File: src/rtl/axis_uart_pkg.sv
// Shared arbiter definitions: FSM state encoding and requester count.
package axis_uart_pkg;

  localparam int unsigned NumPorts = 2;

  typedef enum logic [1:0] {
    StIdle   = 2'd0,
    StGrant0 = 2'd1,
    StGrant1 = 2'd2
  } arb_state_e;

endpackage

File: src/rtl/axis_fifo_arbiter.sv
// Two-port AXI-Stream to FIFO write-port arbiter with packet-atomic round-robin
// grants and a sticky mid-packet idle timeout.
module axis_fifo_arbiter
  import axis_uart_pkg::*;
#(
  parameter int unsigned WIDTH   = 8,
  parameter int unsigned TIMEOUT = 255
) (
  input  logic             clk,
  input  logic             rst_n,
  input  logic [WIDTH-1:0] s0_tdata,
  input  logic             s0_tvalid,
  input  logic             s0_tlast,
  output logic             s0_tready,
  input  logic [WIDTH-1:0] s1_tdata,
  input  logic             s1_tvalid,
  input  logic             s1_tlast,
  output logic             s1_tready,
  output logic             fifo_wr_en,
  output logic [WIDTH-1:0] fifo_din,
  output logic             fifo_din_last,
  input  logic             fifo_full,
  output logic [NumPorts-1:0] grant,
  output logic             err_timeout
);

  localparam int unsigned CntW = $clog2(TIMEOUT + 1);

  arb_state_e      state_q;
  logic            last_served_q;
  logic [CntW-1:0] idle_cnt_q;
  logic            err_timeout_q;

  logic             active;
  logic             sel1;
  logic             cur_valid;
  logic             cur_last;
  logic [WIDTH-1:0] cur_data;
  logic             idle_tick;
  logic             timeout_hit;

  always_comb begin
    active    = (state_q == StGrant0) || (state_q == StGrant1);
    sel1      = (state_q == StGrant1);
    cur_valid = sel1 ? s1_tvalid : s0_tvalid;
    cur_last  = sel1 ? s1_tlast  : s0_tlast;
    cur_data  = sel1 ? s1_tdata  : s0_tdata;

    s0_tready     = (state_q == StGrant0) && !fifo_full;
    s1_tready     = (state_q == StGrant1) && !fifo_full;
    fifo_wr_en    = active && cur_valid && !fifo_full;
    fifo_din      = active ? cur_data : '0;
    fifo_din_last = active && cur_last;
    grant         = {state_q == StGrant1, state_q == StGrant0};
    err_timeout   = err_timeout_q;

    // A full FIFO is a stall, not requester idleness.
    idle_tick   = active && !cur_valid && !fifo_full;
    timeout_hit = idle_tick && (idle_cnt_q == CntW'(TIMEOUT - 1));
  end

  always_ff @(posedge clk or negedge rst_n) begin
    if (!rst_n) begin
      state_q       <= StIdle;
      last_served_q <= 1'b1;
      idle_cnt_q    <= '0;
      err_timeout_q <= 1'b0;
    end else begin
      unique case (state_q)
        StIdle: begin
          idle_cnt_q <= '0;
          if (s0_tvalid && s1_tvalid) begin
            state_q <= last_served_q ? StGrant0 : StGrant1;
          end else if (s0_tvalid) begin
            state_q <= StGrant0;
          end else if (s1_tvalid) begin
            state_q <= StGrant1;
          end
        end
        StGrant0, StGrant1: begin
          if (fifo_wr_en) begin
            idle_cnt_q <= '0;
            if (cur_last) begin
              state_q       <= StIdle;
              last_served_q <= sel1;
            end
          end else if (timeout_hit) begin
            state_q       <= StIdle;
            last_served_q <= sel1;
            err_timeout_q <= 1'b1;
            idle_cnt_q    <= '0;
          end else if (idle_tick) begin
            idle_cnt_q <= idle_cnt_q + 1'b1;
          end
        end
        default: begin
          state_q    <= StIdle;
          idle_cnt_q <= '0;
        end
      endcase
    end
  end

endmodule

File: config.mk
export PLATFORM = sky130hd
export DESIGN_NAME = axis_fifo_arbiter
export DESIGN_NICKNAME = d
export VERILOG_FILES = /design/src/rtl/axis_uart_pkg.sv /design/src/rtl/axis_fifo_arbiter.sv
export SDC_FILE = /design/constraint.sdc
export NUM_CORES = 1
export LEC_CHECK = 0
export CORE_ASPECT_RATIO = 2
export CORE_MARGIN = 5
export CORE_UTILIZATION = 32
export CTS_CLUSTER_SIZE = 30
export DETAILED_ROUTE_END_ITERATION = 7
export SLEW_MARGIN = 20
export SYNTH_ARGS = -nofsm -noshare
export SYNTH_HDL_FRONTEND = slang
export SYNTH_SLANG_ARGS = --single-unit
File: constraint.sdc
create_clock -name clk -period 2.2 [get_ports clk]
set_input_delay 0.22 -clock clk [delete_from_list [all_inputs] [get_ports clk]]
set_output_delay 0.22 -clock clk [all_outputs]
set_load 0.02 [all_outputs]
**Yosys cells after proc, flatten, opt, wreduce, memory -nomap -nowiden**

Index checks and enable logic that the tools add are counted.

- Reductions and logical operators: 18
- $add $sub $neg: 1
- Muxes and demuxes: 19
- Bitwise gates (word level): 1
- Equal/unequal tests: 8

Operator list:

| cell | count |
|---|---|
| 2-to-1 mux 8 bit | 6 |
| 2-to-1 mux 2 bit | 7 |
| logical AND 1 bit | 9 |
| AND reduction 3 bit | 3 |
| adder 8 x 1 -> 8 bit, second input constant | 1 |
| equality test 8 bit, second input constant | 1 |
| != test 4 bit, second input constant | 2 |
| != test 3 bit, second input constant | 2 |
| 2-to-1 mux 1 bit | 5 |
| case mux 2 bit (2 select lines) | 1 |
| equality test 2 x 1 -> 1 bit, second input constant | 1 |
| equality test 2 bit, second input constant | 1 |
| logical NOT 1 bit | 2 |
| logical NOT 2 bit | 1 |
| != test 2 x 1 -> 1 bit, second input constant | 1 |
| nonzero test 2 bit | 1 |
| OR reduction 2 bit | 1 |
| logical OR 1 bit | 1 |
| NOT 1 bit | 1 |

- Input port bits: 23
- Register bits: 12

**Longest topological paths before layout**

- Depth in word-level cells: 9
- Mapped depth: 7
- Mapped depth without buffers: 6

**Worst setup path after synthesis**

Ideal clock, no wire load.

- Path type: register to register
- Start point: register state_q[0]
- End point: register state_q[1]
- Path slack: 0.546 ns
- Clock period less this slack: 1.654 ns
- Library setup time: 0.121 ns
- Cell stages (with the launch flop): 8
- Path buffers: 1
- Arrival: 1.533 ns
- Path through: dfrtp_1 inv_1 ha_1 buf_6 mux2i_2 nand3_1 and4_4 a22o_1

- Longest elaborated chain between the ends: 8
- Elaborated cells between the ends (all ways): 19
- Classes of those cells: eq/ne: 5; mux: 4; reduce/logical: 10

Ends and longest elaborated chain:

| item | RTL line | source |
|---|---|---|
| from (decl) | axis_fifo_arbiter.sv:29 | `arb_state_e state_q;` |
| from (signal assigned) | axis_fifo_arbiter.sv:64 | `state_q <= StIdle;` |
| from (signal assigned) | axis_fifo_arbiter.sv:73 | `state_q <= last_served_q ? StGrant0 : StGrant1;` |
| from (signal assigned) | axis_fifo_arbiter.sv:75 | `state_q <= StGrant0;` |
| equality test 2 bit * | axis_fifo_arbiter.sv:44 | `sel1 = (state_q == StGrant1);` |
| via sel1 | axis_fifo_arbiter.sv:35 | `logic sel1;` |
| 2-to-1 mux 1 bit | axis_fifo_arbiter.sv:45 | `cur_valid = sel1 ? s1_tvalid : s0_tvalid;` |
| logical NOT 1 bit | axis_fifo_arbiter.sv:58 | `idle_tick = active && !cur_valid && !fifo_full;` |
| logical AND 1 bit (2 in a row) | axis_fifo_arbiter.sv:58 |  |
| logical AND 1 bit | axis_fifo_arbiter.sv:59 | `timeout_hit = idle_tick && (idle_cnt_q == CntW'(TIMEOUT - 1));` |
| != test 3 bit (no source line) | - |  |
| AND reduction 3 bit (no source line) | - |  |

Mark *: on every way through the listed nets, which the timed path passes. The rest lies on a longest branch.
A chain may end at the register's enable or synchronous reset.

**Worst setup path after layout**

- Start point: register state_q[0]
- End point: output port grant[1]

- Longest elaborated chain between the ends: 1

Ends and longest elaborated chain:

| item | RTL line | source |
|---|---|---|
| equality test 2 bit | axis_fifo_arbiter.sv:54 | `grant = {state_q == StGrant1, state_q == StGrant0};` |
| to (decl) | axis_fifo_arbiter.sv:23 | `output logic [NumPorts-1:0] grant,` |

No other way between the ends.

==> impl_summary.log <==
INFO  metric status = complete, no violations
INFO  metric design.core.area = between 2000 and 3000 um^2
INFO  metric yosys.cell_types.count = 34
INFO  metric port-buffer-count = 37
INFO  metric syn-instance-count = a little over 100
INFO  metric power_density = between 900 and 1000 nW/um^2
INFO  metric synth.net_count = between 100 and 150
INFO  metric timing_hold_violations_final = 0
INFO  metric pwr-share-seq = 0.212
INFO  metric die_height = just under 90 um
INFO  metric critPathMaxFanout = 9
INFO  metric detail_route.wirelength = roughly 2500 um
INFO  metric antenna_cells = 0
INFO  metric antenna_left = 0
INFO  metric std_cell_rows = 28
INFO  metric grt_resource_usage_total = 0.127
INFO  metric worst_path_max_delay_cell = clkdlybuf4s50_1
INFO  metric gp_congestion = 0.774
INFO  metric worstSetupPathType = flip-flop to output pin
INFO  metric final.min_clock_period = 2.05 ns
INFO  metric slew-limit-headroom = 0.606
INFO  metric cell_type_contributing_the_most_total_cell_area_after_synthesis = dfrtp_1
INFO  metric cp_data_required_time = 1.98 ns
INFO  metric drt_drc_violations_left = 0
INFO  metric dr_pass1_iterations = 4
INFO  metric hp-class = input port to asynchronous set/reset pin
INFO  metric grt_pass1_vias = 900
INFO  metric setup_violators_final = 0
INFO  metric wl_per_cell = between 10 and 15 um
INFO  metric critPathLaunchType = flip-flop
INFO  metric p_sw = about 550 uW
INFO  metric synth-main-ff-cell = dfrtp_1
INFO  metric synth_seq_cells = 12
INFO  metric die-area = between 4000 and 5000 um^2
INFO  metric syn_area_per_cell = roughly 9.3 um^2
INFO  metric async_flop_share = 1.00
INFO  metric tightestPinTransition = between 0.5 and 0.6 ns
INFO  metric seqCellArea = 302 um^2
INFO  metric fillers = 280
INFO  metric fin_util = 0.479
INFO  metric netlist_area = 943 um^2
INFO  metric critical_path_buf_inv_count = 3
INFO  metric internal_power = 818 uW
INFO  metric area_taken_by_multi_input_logic_gates = between 500 and 600 um^2
INFO  metric layout-drive-gt1-share = 0.127
INFO  metric rr_worst_depth = 7
INFO  metric worst_clock_skew = 0.00240 ns
INFO  metric min_period_over_period = 0.934
INFO  metric post_synth_main_area_contributors = dfrtp_1 29%, mux2i_1 9.5%, ha_1 8.0%
INFO  metric layout.cells.most_common = clkdlybuf4s50_1
INFO  metric p_leak = between 0.6 and 0.7 nW
INFO  metric pre_cts_ws = around 0.15 ns
INFO  metric ys_seq_area_frac = 0.320
INFO  metric clkTransAtPathRegs = 0.05 ns
INFO  metric top_cell_type_s_share_of_synthesized_area = 0.292
INFO  metric cp-end-kind = output pin
INFO  metric cts_tree = done
INFO  metric layout_common_cells = 27 x clkdlybuf4s50_1, 11 x dfrtp_1, 10 x nor2b_1, 10 x nor2_1, 10 x dlygate4sd2_1
INFO  metric switching_share = 0.403
INFO  metric rsz0062_at_grt = false
INFO  metric synth-edff-count = 0
INFO  metric first_pass_grt_wire_length = roughly 4200 um
INFO  metric max-cap-violations = 0
INFO  metric crit_path_max_incr_delay = about 0.63 ns
INFO  metric grt_start_max_net_pins = 13
INFO  metric drt_iter0_markers = 12
INFO  metric rr_startpoint = state_q[1]
INFO  metric critical_path_cell_list = inv_1 -> ha_2 -> buf_4 -> clkdlybuf4s50_1
INFO  metric setup_ws = ~0.15 ns
INFO  metric clk-insertion-delay-late = approximately 0.24 ns
INFO  metric tritoncts.num_buffers = 3
INFO  metric floorplan.die.width = approximately 48 um
INFO  metric clock_sink_count = 12
INFO  metric design.final.nets = 172
INFO  metric final_report_max_slew_violation_count = 0
INFO  metric critical_path_arrival = 1.83 ns
INFO  metric ff2ff_setup_slack = approximately 0.45 ns
INFO  metric maximum_level_of_the_cts_h_tree = 1
INFO  metric pwr-share-clk = 0.178
INFO  metric antenna_found_initial = 0
INFO  metric cts_root_buf = clkbuf_8
INFO  metric max-clock-path-buffers = 2
INFO  metric worstReg2RegEnd = idle_cnt_q[5]
INFO  metric cpLargestDelayFamily = buffers and inverters
INFO  metric post-cts-setup-buffers = 0
INFO  metric power.ir.vdd_worst = 414 uV
INFO  metric comb_power_share = 0.611
INFO  metric totalNegativeSetupSlack = 0 ns
INFO  metric initial_core_utilization = 0.324
INFO  metric cts_hold_buf = 0
INFO  metric syn_to_final_growth = 47.6%
INFO  metric detail_route.vias_per_cell = just under 5
INFO  metric max_freq = 487 MHz
INFO  metric synth-warning-count = 0
INFO  metric route.vias.total = around 840
INFO  metric io_pins = 38
INFO  metric dpl.hpwl = just over 2000 um
INFO  metric grt_overflow_total = 0
[metal layers]
metal	track usage	share of wire	up-vias
met1	0.120	0.36	397
li1	-	-	426
met3	0.0327	0.037	5
met2	0.248	0.59	15
met5	0	0	-
met4	0.0529	0.014	0
[timing repair]
action / 4_1_cts / 5_1_grt
endpoints found under the hold margin: 0 / 0
endpoints found under the setup margin: 10 / 0
resized for setup: 11 / 0
[cell families after synthesis]
kind of cell | Yosys count | synth area share
compound gates | 11 | 0.0928
xor+xnor | 6 | 0.0557
fa+ha+maj | 6 | 0.0796
buf+inv | 9 | 0.0557
flops | 12 | 0.320
mux | 12 | 0.138
simple gates | 45 | 0.259
[Yosys cell counts, types with 2 or more instances]
library cell	instances
nor2_1	10
nor2b_1	10
buf_6	2
nand2_1	8
and2b_1	2
nor3_1	3
nand3_1	4
a22o_1	2
xor2_1	2
inv_1	5
ha_1	6
xnor2_1	4
nor3b_1	2
and2_1	3
mux2i_1	9
dfrtp_1	11
[through the flow]
step | cells | hold slack [ns] | instance area, um^2 | power, mW
2_1_floorplan | 101 | -0.0756 | 943 | 0.848
3_3_place_gp | 168 | 0.461 | 1350 | 1.20
3_5_place_dp | 168 | 0.463 | 1350 | 1.20
4_1_cts | 172 | 0.362 | 1390 | 1.40
5_1_grt | 172 | 0.400 | 1390 | 1.46
6_report | 172 | 0.350 | 1390 | 1.37
[sequential cells by signal (all words and copies together) (netlist names)]
| register | cells |
|---|---|
| state_q | 2 |
| last_served_q | 1 |
| err_timeout | 1 |
| idle_cnt_q | 8 |
[worst max path at each step]
stage                    start          end  slack (ns)  cells after the start
floorplan           state_q[0]   state_q[1]        0.55                      7
global placement    state_q[0]  fifo_din[2]        0.20                      6
detailed placement  state_q[0]  fifo_din[2]        0.15                      6
CTS                 state_q[0]     grant[1]        0.12                      4
global route        state_q[0]  fifo_din[4]        0.06                      6
finish              state_q[0]     grant[1]        0.15                      4
[power groups by stage]
stage,clock [mW],combinational [mW],sequential [mW]
6_report,0.243,0.837,0.290
4_1_cts,0.253,0.855,0.290
3_5_place_dp,0,0.909,0.293
3_3_place_gp,0,0.905,0.290
2_1_floorplan,0,0.564,0.285
5_1_grt,0.259,0.912,0.293
[cell type report]
type | instances | area share
clock buffer | 4 | 0.0395
inverter | 5 | 0.0135
multi-input combinational | 80 | 0.425
sequential | 12 | 0.217
tap | 30 | 0.0270
timing repair buffer | 41 | 0.279
No activity file was read; power rests on OpenSTA's default activity.
